<file path="src/rtl/clk_gate_ctrl_pkg.sv">
// clk_gate_ctrl_pkg: state type and reset values shared by the clock-gate controller.
package clk_gate_ctrl_pkg;

    typedef enum logic [1:0] {
        RUN   = 2'd0,
        REQ   = 2'd1,
        GATED = 2'd2,
        WAKE  = 2'd3
    } state_e;

    localparam logic RST_EN    = 1'b1;
    localparam logic RST_QREQ  = 1'b0;
    localparam logic RST_READY = 1'b1;

endpackage

</file>
<file path="src/rtl/clk_gate_ctrl.sv">
// clk_gate_ctrl: idle-hysteresis clock-gate enable with quiesce handshake and wake restore.
module clk_gate_ctrl
    import clk_gate_ctrl_pkg::*;
#(
    parameter int IDLE_CYCLES = 16,
    parameter int WAKE_CYCLES = 2,
    parameter int CNT_W = $clog2(IDLE_CYCLES > WAKE_CYCLES ? IDLE_CYCLES : WAKE_CYCLES) + 1
) (
    input  logic clk_i,
    input  logic rst_i,
    input  logic cfg_enable_i,
    input  logic idle_i,
    input  logic wake_i,
    input  logic qaccept_i,
    input  logic test_en_i,
    output logic qreq_o,
    output logic en_o,
    output logic ready_o
);

    localparam logic [CNT_W-1:0] IDLE_LAST = CNT_W'(IDLE_CYCLES - 1);
    localparam logic [CNT_W-1:0] WAKE_LAST = CNT_W'(WAKE_CYCLES - 1);

    state_e           state_q, state_d;
    logic [CNT_W-1:0] cnt_q, cnt_d;
    logic             en_q;
    logic             q;

    assign q    = idle_i & ~wake_i & cfg_enable_i;
    assign en_o = en_q | test_en_i;

    always_comb begin
        state_d = state_q;
        cnt_d   = cnt_q;
        case (state_q)
            RUN: begin
                state_d = (q && cnt_q == IDLE_LAST) ? REQ : RUN;
                cnt_d   = (q && cnt_q != IDLE_LAST) ? cnt_q + 1'b1 : '0;
            end
            REQ: state_d = !q ? RUN : (qaccept_i ? GATED : REQ);
            GATED: begin
                state_d = (wake_i || !cfg_enable_i) ? WAKE : GATED;
                cnt_d   = '0;
            end
            WAKE: begin
                // counter saturates while qaccept_i lingers; cleared on exit so RUN counts from 0
                state_d = (cnt_q == WAKE_LAST && !qaccept_i) ? RUN : WAKE;
                cnt_d   = (cnt_q == WAKE_LAST) ? (qaccept_i ? cnt_q : '0) : cnt_q + 1'b1;
            end
            default: state_d = RUN;
        endcase
    end

    always_ff @(posedge clk_i or posedge rst_i) begin
        if (rst_i) begin
            state_q <= RUN;
            cnt_q   <= '0;
            en_q    <= RST_EN;
            qreq_o  <= RST_QREQ;
            ready_o <= RST_READY;
        end else begin
            state_q <= state_d;
            cnt_q   <= cnt_d;
            en_q    <= state_d != GATED;
            qreq_o  <= state_d == REQ || state_d == GATED;
            ready_o <= state_d == RUN || state_d == REQ;
        end
    end

endmodule

</file>
<file path="config.mk">
export PLATFORM = sky130hd
export DESIGN_NAME = clk_gate_ctrl
export DESIGN_NICKNAME = d
export VERILOG_FILES = /design/src/rtl/clk_gate_ctrl_pkg.sv /design/src/rtl/clk_gate_ctrl.sv
export SDC_FILE = /design/constraint.sdc
export NUM_CORES = 1
export LEC_CHECK = 0
export CELL_PAD_IN_SITES_DETAIL_PLACEMENT = 0
export CELL_PAD_IN_SITES_GLOBAL_PLACEMENT = 1
export CORE_MARGIN = 4
export CORE_UTILIZATION = 38
export CTS_CLUSTER_DIAMETER = 100
export CTS_CLUSTER_SIZE = 12
export DETAILED_ROUTE_END_ITERATION = 16
export GPL_TIMING_DRIVEN = 0
export HOLD_SLACK_MARGIN = 0.02
export PLACE_DENSITY = 0.81
export SYNTH_ARGS = -nofsm -noshare
export SYNTH_HDL_FRONTEND = slang
export SYNTH_SLANG_ARGS = --single-unit
</file>
<file path="constraint.sdc">
create_clock -name clk_i -period 2.47 [get_ports clk_i]
set_clock_uncertainty 0.2 [all_clocks]
set_input_delay 0.6175 -clock clk_i [delete_from_list [all_inputs] [get_ports clk_i]]
set_output_delay 0.6175 -clock clk_i [all_outputs]
set_load 0.01 [all_outputs]
</file>
# --- Word level (Yosys, flattened, before mapping) ---
# Index checks and enable logic that the tools add are counted.
word_totals:
  word_cells: 42
  out_inout_bits: 3
  register_bits: 10
classes:
  reduce_logical: 12
  bitwise_logic: 4
  n_addsub: 1
  mux: 10
  n_eq_ne: 10
ops:
  columns: ["op", "count"]
  rows:
  - ["5-bit 2-to-1 mux", 3]
  - ["5-bit case mux with 3 select lines", 1]
  - ["2-bit case mux with 4 select lines", 1]
  - ["2-bit == test (second input constant)", 3]
  - ["2-bit 2-to-1 mux", 3]
  - ["5-bit by 1-bit adder with 5-bit output (second input constant)", 1]
  - ["5-bit by 1-bit == test with 1-bit output (second input constant)", 1]
  - ["5-bit by 4-bit == test with 1-bit output (second input constant)", 1]
  - ["5-bit by 4-bit != test with 1-bit output (second input constant)", 1]
  - ["2-bit by 1-bit == test with 1-bit output (second input constant)", 2]
  - ["2-bit zero test", 2]
  - ["1-bit logical AND", 3]
  - ["1-bit logical OR", 3]
  - ["3-bit != test (second input constant)", 1]
  - ["3-bit nonzero test", 1]
  - ["1-bit AND", 2]
  - ["1-bit zero test", 2]
  - ["1-bit 2-to-1 mux", 2]
  - ["2-bit != test (second input constant)", 1]
  - ["2-bit AND reduction", 1]
  - ["1-bit NOT", 1]
  - ["1-bit bitwise OR", 1]

# --- Depth between registers and ports, before layout ---
# Gate-level depths: netlist of the first run.
logic_depth:
  word_depth: 8
  depth_mapped: 6

# --- Worst setup path before layout of the first run ---
# OpenSTA, ideal clock, no wires.
synth_path:
  kind: "reg-to-reg"
  from: "register cnt_q[0]"
  to: "register cnt_q[2]"
  stages_incl_launch_ff: 6
  setup_time_ns: 0.125
  synth_period_minus_slack_ns: 1.782
  t_arrival_ns: 1.456
  path_slack_ns: 0.688
  path_cell_list: "dfrtp_1 -> ha_1 -> and3_1 -> ha_1 -> nand2b_1 -> a2111oi_0"
synth_between:
  elab_chain_len: 4
  word_cells_on_any_way: 9
  classes_between: "1 x add/sub; 3 x eq/ne; 3 x mux; 2 x reduce/logical"
synth_lines:
  columns: ["item", "line", "source"]
  rows:
  - ["from (decl)", "clk_gate_ctrl.sv:25", "logic [CNT_W-1:0] cnt_q, cnt_d;"]
  - ["from (signal assigned)", "clk_gate_ctrl.sv:63", "cnt_q <= cnt_d;"]
  - ["parallel branches: the longest is 4 deep, another holds 5-bit by 1-bit adder with 5-bit output", null, null]
# Parallel ways; which one is timed is not known.
# A chain may end at the register's enable or synchronous reset.

# --- Worst setup path after layout of the first run ---
layout_path:
  from: "input port test_en_i"
  to: "output port en_o"
layout_between:
  elab_chain_len: 1
layout_lines:
  columns: ["item", "line", "source"]
  rows:
  - ["from (decl)", "clk_gate_ctrl.sv:15", "input logic test_en_i,"]
  - ["1-bit bitwise OR", "clk_gate_ctrl.sv:30", "assign en_o = en_q | test_en_i;"]
  - ["to (decl)", "clk_gate_ctrl.sv:17", "output logic en_o,"]
# No other way between the ends.

==> results.sh, run 1 <==
export IMPL_syn_nets=71
export IMPL_syn_to_final_growth_pct=21.8
export IMPL_nNetsFinal=85
export IMPL_syn_area_per_cell_um2=9.89
export IMPL_busiest_layer="met2"
export IMPL_cts_made_buffers=3
export IMPL_critical_path_class="primary input to primary output"
export IMPL_dp_cells=86
export IMPL_die_w_um=47.8
export IMPL_vias_per_cell=5.46
export IMPL_route_vias_total=486
export IMPL_die_y_um=47.8
export IMPL_drc_errors=0
export IMPL_synth_edf_count=0
export IMPL_ir_drop_mv=0.427
export IMPL_placed_cell_area_um2=713
export IMPL_port_buffers=9
export IMPL_hpwl_um=907
export IMPL_required_ns=1.65
export IMPL_crit_fanout=1
export IMPL_grtUsageTotal=0.110
export IMPL_clkTransAtPathRegs_ns=0.05
export IMPL_ys_ff_latch=10
export IMPL_maxCapViolations=0
export IMPL_synth_area_um2=603
export IMPL_hp_class="flip-flop to flip-flop"
export IMPL_cts_setup_buffers=0
export IMPL_cts_tree="done"
export IMPL_worstSetupStartpointType="primary input"
export IMPL_place_gp_congestion=0.741
export IMPL_use_met1=0.156
export IMPL_num_rows=14
export IMPL_synth_async_sr_flop_share=1.00
export IMPL_setup_violations_final=0
export IMPL_cts_sinks=10
export IMPL_io_pins=10
export IMPL_ys_warnings_count=0
export IMPL_finalCritPeriodShare=0.968
export IMPL_start_util=0.400
export IMPL_tightestPinTransition_ns=0.394
export IMPL_wl_mm=1.14
export IMPL_timing_setup_tns_ns=0
export IMPL_grt_pass1_wl_mm=1.75
export IMPL_htreeDepth=1
export IMPL_syn_inst=61
export IMPL_clk_latency_ns=0.26
export IMPL_finalMaxSlewViolations=0
export IMPL_yosys_most_used_dff="dfrtp_1"
export IMPL_fmax_mhz=418
export IMPL_met3_usage=0.0564
export IMPL_grt_max_degree=11
export IMPL_synth_cell_types=33
export IMPL_drive_gt1_frac=0.178
export IMPL_dieArea_um2=2290
export IMPL_grt_remaining_overflow=0
export IMPL_antenna_found_initial=0
export IMPL_detail_route_iter0_violations=21
export IMPL_core_area_um2=1510
export IMPL_n_fill_cell=143
export IMPL_finalHoldViolations=0
export IMPL_arrival_ns=1.57
export IMPL_synth_seq_area_share=0.419
export IMPL_total_power_mw=0.497
export IMPL_timing_critical_path_to_type="primary output"
export IMPL_root_buffer="clkbuf_4"
export IMPL_slew_headroom=0.731
export IMPL_met2_usage=0.158
export IMPL_dr_pass1_iters=4
export IMPL_routedWlPerCell_um=12.8
export IMPL_cts_buffer_depth=2
export IMPL_outcome="finished, final reports clean"
export IMPL_instances_no_fill=89
export IMPL_power_density_nw_per_um2=677
export IMPL_p_leak_nw=0.301
export IMPL_design_area_um2=734
export IMPL_grt_pass1_vias=393
export IMPL_rsz0062_at_grt="false"
export IMPL_min_period_ns=2.39
export IMPL_antenna_diode_count=0
export IMPL_final_antenna_net_count=0
[synth_stat cells (2+ instances only)]
cell type  instances  area share
a31oi_1            2       0.021
dfrtp_1            8        0.33
nand2b_1           5       0.052
dfstp_2            2       0.087
o21ai_0            5       0.041
nor2b_1            2       0.021
and3_1             2       0.021
ha_1               3       0.062
a21oi_1            2       0.017
inv_1              3       0.019
nor2_1             4       0.025
nand2_1            2       0.012
[critical path: stages]
cell and delay [ns]:
clkdlybuf4s50_1 0.39, or2_2 0.28, dlygate4sd2_1 0.28
[kinds of logic (layout without fill, tap and decap cells)]
kind of cell	count (synthesis)	in the layout	synth area share
and+or+nand+nor	23	23	0.247
AOI/OAI and AO/OA	19	19	0.222
DFF	10	10	0.419
buffers and inverters	5	17	0.0332
adders and majority gates	3	3	0.0622
muxes	1	1	0.0166
[cell usage in the layout, fill, tap and decap left out, drive strengths merged, types with 3 or more instances in the layout]
cell type,instances
clkbuf,4
clkdlybuf4s50,8
dfrtp,8
ha,3
inv,3
nand2b,5
nor2,4
nor2b,3
o21ai,5
[layout make-up]
| class | instances | area, um^2 | share of cell area |
|---|---|---|---|
| timing repair buffer | 9 | 88.8 | 0.121 |
| tap | 16 | 20.0 | 0.0273 |
| multi-input combinational | 46 | 330 | 0.450 |
| inverter | 3 | 11.3 | 0.0153 |
| sequential | 10 | 253 | 0.344 |
| buffer | 2 | 8.76 | 0.0119 |
| clock buffer | 3 | 22.5 | 0.0307 |
[state kept, by name, summed over array words and instances (netlist names)]
signal / cells
en_q: 1
ready_o: 1
state_q: 2
cnt_q: 5
qreq_o: 1
[per-layer routing]
| layer | wire, um | share of wire | vias to the layer above |
|---|---|---|---|
| met2 | 473 | 0.41 | 15 |
| met5 | 0 | 0 | - |
| met4 | 0 | 0 | 0 |
| met1 | 573 | 0.50 | 220 |
| met3 | 97 | 0.085 | 0 |
| li1 | - | - | 251 |
[power breakdown]
| group | internal [mW] | total [mW] | leakage (nW) | switching, mW |
|---|---|---|---|---|
| Combinational | 0.0872 | 0.188 | 0.155 | 0.101 |
| Clock | 0.0558 | 0.104 | 0.0138 | 0.0479 |
| Sequential | 0.191 | 0.205 | 0.132 | 0.0141 |
| Total | 0.334 | 0.497 | 0.301 | 0.163 |
[timing repair]
action	CTS	global route
hold buffers	0	0
endpoints found under the setup margin	1	0
gates resized for setup	1	0
[through the flow]
| step | hold WS (ns) | utilization | setup slack, ns |
|---|---|---|---|
| 6_report | 0.336 | 0.488 | 0.0795 |
| 5_1_grt | 0.389 | 0.488 | 0.0475 |
| 4_1_cts | 0.342 | 0.488 | 0.0722 |
| 3_5_place_dp | 0.334 | 0.473 | -0.122 |
| 3_3_place_gp | 0.323 | 0.473 | -0.114 |
| 2_1_floorplan | 0.256 | - | 0.688 |
[path summary, 6_finish.rpt]
check	from	cells past startpoint	slack, ns	endpoint
max in group asynchronous	rst_i	2	1.32	ready_o
min in group asynchronous	rst_i	2	0.43	cnt_q[2]
setup / recovery	test_en_i	3	0.08	en_o
hold / removal	cnt_q[0]	1	0.34	cnt_q[0]
setup reg to reg	cnt_q[0]	5	0.49	cnt_q[2]
hold reg to reg	cnt_q[0]	1	0.34	cnt_q[0]
(Power assumes the default switching activity.)
==> run 2, diff against run 1 <==
Settings changed: CORE_UTILIZATION 38 to 41, CTS_BUF_LIST set to sky130_fd_sc_hd__clkbuf_2 sky130_fd_sc_hd__clkbuf_4 sky130_fd_sc_hd__clkbuf_8, PLACE_DENSITY 0.81 to 0.86.
==> results.sh, run 2 (synthesis results as in run 1) <==
export IMPL_outcome="finished, final reports clean"
export IMPL_crit_path_start="test_en_i"
export IMPL_syn_to_final_growth_pct=23.9
export IMPL_ir_drop_mv=0.352
export IMPL_antenna_diode_count=0
export IMPL_grt_pass1_wl_mm=1.99
export IMPL_grt_max_degree=11
export IMPL_die_w_um=46.4
export IMPL_r2r_end="cnt_q[2]"
export IMPL_clkTransAtPathRegs_ns=0.07
export IMPL_cp_num_buf_inv=2
export IMPL_crit_fanout=1
export IMPL_power_switching_mw=0.182
export IMPL_port_buffers=9
export IMPL_finalMaxSlewViolations=0
export IMPL_grt_remaining_overflow=0
export IMPL_multiInputGateArea_um2=330
export IMPL_instances_no_fill=89
export IMPL_drc_errors=0
export IMPL_timing_critical_path_to_type="primary output"
export IMPL_slew_headroom=0.730
export IMPL_cts_buffer_depth=2
export IMPL_route_vias_total=507
export IMPL_antenna_found_initial=0
export IMPL_dr_pass1_iters=4
export IMPL_cts_setup_buffers=0
export IMPL_dieArea_um2=2150
export IMPL_finalHoldViolations=0
export IMPL_hpwl_um=903
export IMPL_tightestPinTransition_ns=0.400
export IMPL_fmax_mhz=420
export IMPL_largest_register_ffs=5
export IMPL_nNetsFinal=85
export IMPL_reg2reg_slack_ns=0.51
export IMPL_n_fill_cell=135
export IMPL_wl_mm=1.20
export IMPL_cp_top_family="buffers and inverters"
export IMPL_p_seq_frac=0.374
export IMPL_regArea_um2=253
export IMPL_slowest_stage="clkdlybuf4s50_1"
export IMPL_p_comb_frac=0.341
export IMPL_mostFrequentLayoutCells="dfrtp_1, clkdlybuf4s50_1, o21ai_0, nand2b_1, nor2_1"
export IMPL_dp_cells=85
export IMPL_place_gp_congestion=0.734
export IMPL_num_rows=13
export IMPL_critical_path_class="primary input to primary output"
export IMPL_clk_latency_ns=0.28
export IMPL_maxCapViolations=0
export IMPL_max_stage_delay_ns=0.39
export IMPL_detail_route_iter0_violations=4
export IMPL_rsz0062_at_grt="false"
export IMPL_htreeDepth=1
export IMPL_cts_sinks=10
export IMPL_die_y_um=46.4
export IMPL_hp_class="flip-flop to flip-flop"
export IMPL_power_density_nw_per_um2=736
export IMPL_min_period_ns=2.38
export IMPL_grtUsageTotal=0.136
export IMPL_min_from="cnt_q[0]"
export IMPL_io_pins=10
export IMPL_vias_per_cell=5.70
export IMPL_start_util=0.447
export IMPL_grt_pass1_vias=449
export IMPL_routedWlPerCell_um=13.5
export IMPL_p_sw_frac=0.331
export IMPL_final_antenna_net_count=0
export IMPL_worstSetupStartpointType="primary input"
export IMPL_total_power_mw=0.550
export IMPL_required_ns=1.65
export IMPL_drive_gt1_frac=0.189
export IMPL_p_leak_nw=0.309
export IMPL_hold_end="cnt_q[0]"
export IMPL_r2r_cells=5
export IMPL_path_cells="clkdlybuf4s50_1 -> or2_2 -> dlygate4sd2_1"
export IMPL_finalCritPeriodShare=0.964
export IMPL_clockPowerShare=0.285
export IMPL_cts_made_buffers=3
export IMPL_cts_tree="done"
export IMPL_core_area_um2=1350
export IMPL_p_int_mw=0.368
export IMPL_arrival_ns=1.56
export IMPL_rr_startpoint="cnt_q[0]"
export IMPL_reg_top3="cnt_q (5), state_q (2)"
export IMPL_root_buffer="clkbuf_4"
export IMPL_hold_ws_ns=0.353
export IMPL_top_register="cnt_q"
export IMPL_whs_path_depth=1
export IMPL_setup_violations_final=0
-- run 2: cell count changes in the layout (fill, tap and decap cells not counted), sizes merged --
cell and delta:
clkbuf +1
-- run 2: timing repair --
item,in CTS,in global routing
resized for setup,1,0
hold buffers,0,0
endpoints found under the setup margin,1,0
-- run 2: per-stage QoR --
stage / cell area [um^2] / setup WS, ns / util / TNS (ns)
floorplan: 603 / 0.688 / - / 0
global placement: 712 / -0.117 / 0.527 / -0.117
detailed placement: 712 / -0.116 / 0.527 / -0.116
CTS: 747 / 0.0828 / 0.553 / 0
global route: 747 / 0.0525 / 0.553 / 0
finish: 747 / 0.0888 / 0.553 / 0
-- run 2: layout make-up --
type                            count  share of cell area
Timing Repair Buffer                9               0.119
Buffer                              2              0.0117
Multi-Input combinational cell     46               0.442
Inverter                            3              0.0151
Clock buffer                        4              0.0486
Sequential cell                    10               0.338
Tap cell                           15              0.0251
-- run 2: power by group through the flow --
stage / Combinational [mW] / Sequential [mW] / Clock (mW)
finish: 0.188 / 0.206 / 0.157
global route: 0.211 / 0.209 / 0.169
CTS: 0.188 / 0.206 / 0.160
detailed placement: 0.187 / 0.209 / 0
global placement: 0.186 / 0.208 / 0
floorplan: 0.133 / 0.208 / 0
-- run 2: worst max path at each step --
stage	end	slack, ns	cells past startpoint
after floorplan	cnt_q[2]	0.69	5
after global placement	en_o	-0.12	3
after detailed placement	en_o	-0.12	3
after CTS	en_o	0.08	3
after global routing	en_o	0.05	3
final	en_o	0.09	3
-- run 2: per-layer routing --
layer,global-route usage,up-vias,routed length [um]
met2,0.206,12,537
li1,-,250,-
met5,0,-,0
met4,0.0852,0,31
met1,0.166,240,555
met3,0.0391,5,77
==> run 3, diff against run 2 <==
Settings changed: PLACE_DENSITY 0.86 to unset, PLACE_DENSITY_LB_ADDON set to 0.1.
==> results.sh, run 3 (synthesis results as in run 1) <==
export IMPL_outcome="finished, final reports clean"
export IMPL_dieArea_um2=2150
export IMPL_finalCritPeriodShare=0.969
export IMPL_antenna_diode_count=0
export IMPL_crit_fanout=1
export IMPL_antenna_found_initial=0
export IMPL_wl_mm=1.10
export IMPL_min_from="cnt_q[0]"
export IMPL_cts_tree="done"
export IMPL_die_y_um=46.4
export IMPL_timing_setup_tns_ns=0
export IMPL_whs_path_depth=1
export IMPL_hp_class="flip-flop to flip-flop"
export IMPL_grt_remaining_overflow=0
export IMPL_htreeDepth=1
export IMPL_ir_drop_mv=0.511
export IMPL_route_vias_total=467
export IMPL_dr_pass1_iters=4
export IMPL_hpwl_um=865
export IMPL_root_buffer="clkbuf_4"
export IMPL_dp_cells=85
export IMPL_design_area_um2=733
export IMPL_slew_headroom=0.749
export IMPL_reg_top3="cnt_q (5), state_q (2)"
export IMPL_required_ns=1.65
export IMPL_top_register="cnt_q"
export IMPL_io_pins=10
export IMPL_r2r_cells=5
export IMPL_critical_path_class="primary input to primary output"
export IMPL_setup_violations_final=0
export IMPL_die_w_um=46.4
export IMPL_num_rows=13
export IMPL_worstSetupStartpointType="primary input"
export IMPL_largest_register_ffs=5
export IMPL_drc_errors=0
export IMPL_clk_latency_ns=0.26
export IMPL_finalHoldViolations=0
export IMPL_cts_hold_buf=0
export IMPL_route_met3_wl_um=66
export IMPL_p_leak_nw=0.301
export IMPL_tightestPinTransition_ns=0.367
export IMPL_instances_no_fill=88
export IMPL_mostFrequentLayoutCells="dfrtp_1, clkdlybuf4s50_1, o21ai_0, nand2b_1, nor2_1"
export IMPL_fmax_mhz=418
export IMPL_grt_pass1_wl_mm=1.82
export IMPL_highest_layer="met4"
export IMPL_arrival_ns=1.58
export IMPL_core_area_um2=1350
export IMPL_place_gp_congestion=0.748
export IMPL_finalMaxSlewViolations=0
export IMPL_grt_max_degree=11
export IMPL_clkTransAtPathRegs_ns=0.06
export IMPL_rsz0062_at_grt="false"
export IMPL_timing_critical_path_to_type="primary output"
export IMPL_start_util=0.447
export IMPL_maxCapViolations=0
export IMPL_syn_to_final_growth_pct=21.6
export IMPL_drive_gt1_frac=0.178
export IMPL_detail_route_iter0_violations=4
export IMPL_port_buffers=9
export IMPL_wl_met2_um=478
export IMPL_cts_buffer_depth=2
export IMPL_hold_ws_ns=0.338
export IMPL_grtUsageTotal=0.126
export IMPL_placed_cell_area_um2=712
export IMPL_cts_sinks=10
export IMPL_rr_startpoint="cnt_q[0]"
export IMPL_nNetsFinal=85
export IMPL_n_fill_cell=135
export IMPL_vias_per_cell=5.31
export IMPL_power_density_nw_per_um2=677
export IMPL_grt_pass1_vias=425
export IMPL_crit_path_start="test_en_i"
export IMPL_drt_met1_wl_um=542
export IMPL_final_antenna_net_count=0
export IMPL_min_period_ns=2.39
export IMPL_routedWlPerCell_um=12.5
export IMPL_cts_made_buffers=3
export IMPL_cts_setup_buffers=0
-- run 3: what timing repair did --
action,in CTS,in global routing
setup endpoints to repair,1,0
gates resized for setup,1,0
endpoints found under the hold margin,0,0
-- run 3: routing by layer --
layer,GRT usage,vias up
met5,0,-
met4,0.0511,0
met3,0.0703,2
met2,0.162,10
met1,0.170,204
li1,-,251
-- run 3: worst paths after layout --
path | endpoint | slack (ns)
worst max-delay path | en_o | 0.08
worst min-delay path | cnt_q[0] | 0.34
worst max register to register | cnt_q[2] | 0.52
worst min register to register | cnt_q[0] | 0.34
max in group asynchronous | en_q | 1.33
min in group asynchronous | cnt_q[1] | 0.43
-- run 3: per-stage QoR --
stage                util  setup slack (ns)  total power, mW
floorplan               -             0.688            0.341
global placement    0.527            -0.127            0.396
detailed placement  0.527            -0.118            0.395
CTS                 0.543            0.0738            0.504
global route        0.543            0.0583            0.536
finish              0.543            0.0766            0.496
-- run 3: report_power, final --
| group | switching (mW) | total (mW) | internal, mW | leakage (nW) |
|---|---|---|---|---|
| clock network | 0.0487 | 0.105 | 0.0559 | 0.0138 |
| logic | 0.0990 | 0.186 | 0.0872 | 0.155 |
| registers | 0.0142 | 0.205 | 0.191 | 0.132 |
| total | 0.162 | 0.496 | 0.334 | 0.301 |
-- run 3: final cells by class --
class | instances | area (um^2) | area share
Inverter | 3 | 11.3 | 0.0154
Sequential cell | 10 | 253 | 0.345
Tap cell | 15 | 18.8 | 0.0256
Buffer | 2 | 8.76 | 0.0119
Multi-Input combinational cell | 46 | 330 | 0.451
Clock buffer | 3 | 22.5 | 0.0307
Timing Repair Buffer | 9 | 88.8 | 0.121
-- run 3: worst max-delay path, cell delays in order --
cell	delay, ns
clkdlybuf4s50_1	0.39
or2_2	0.29
dlygate4sd2_1	0.29
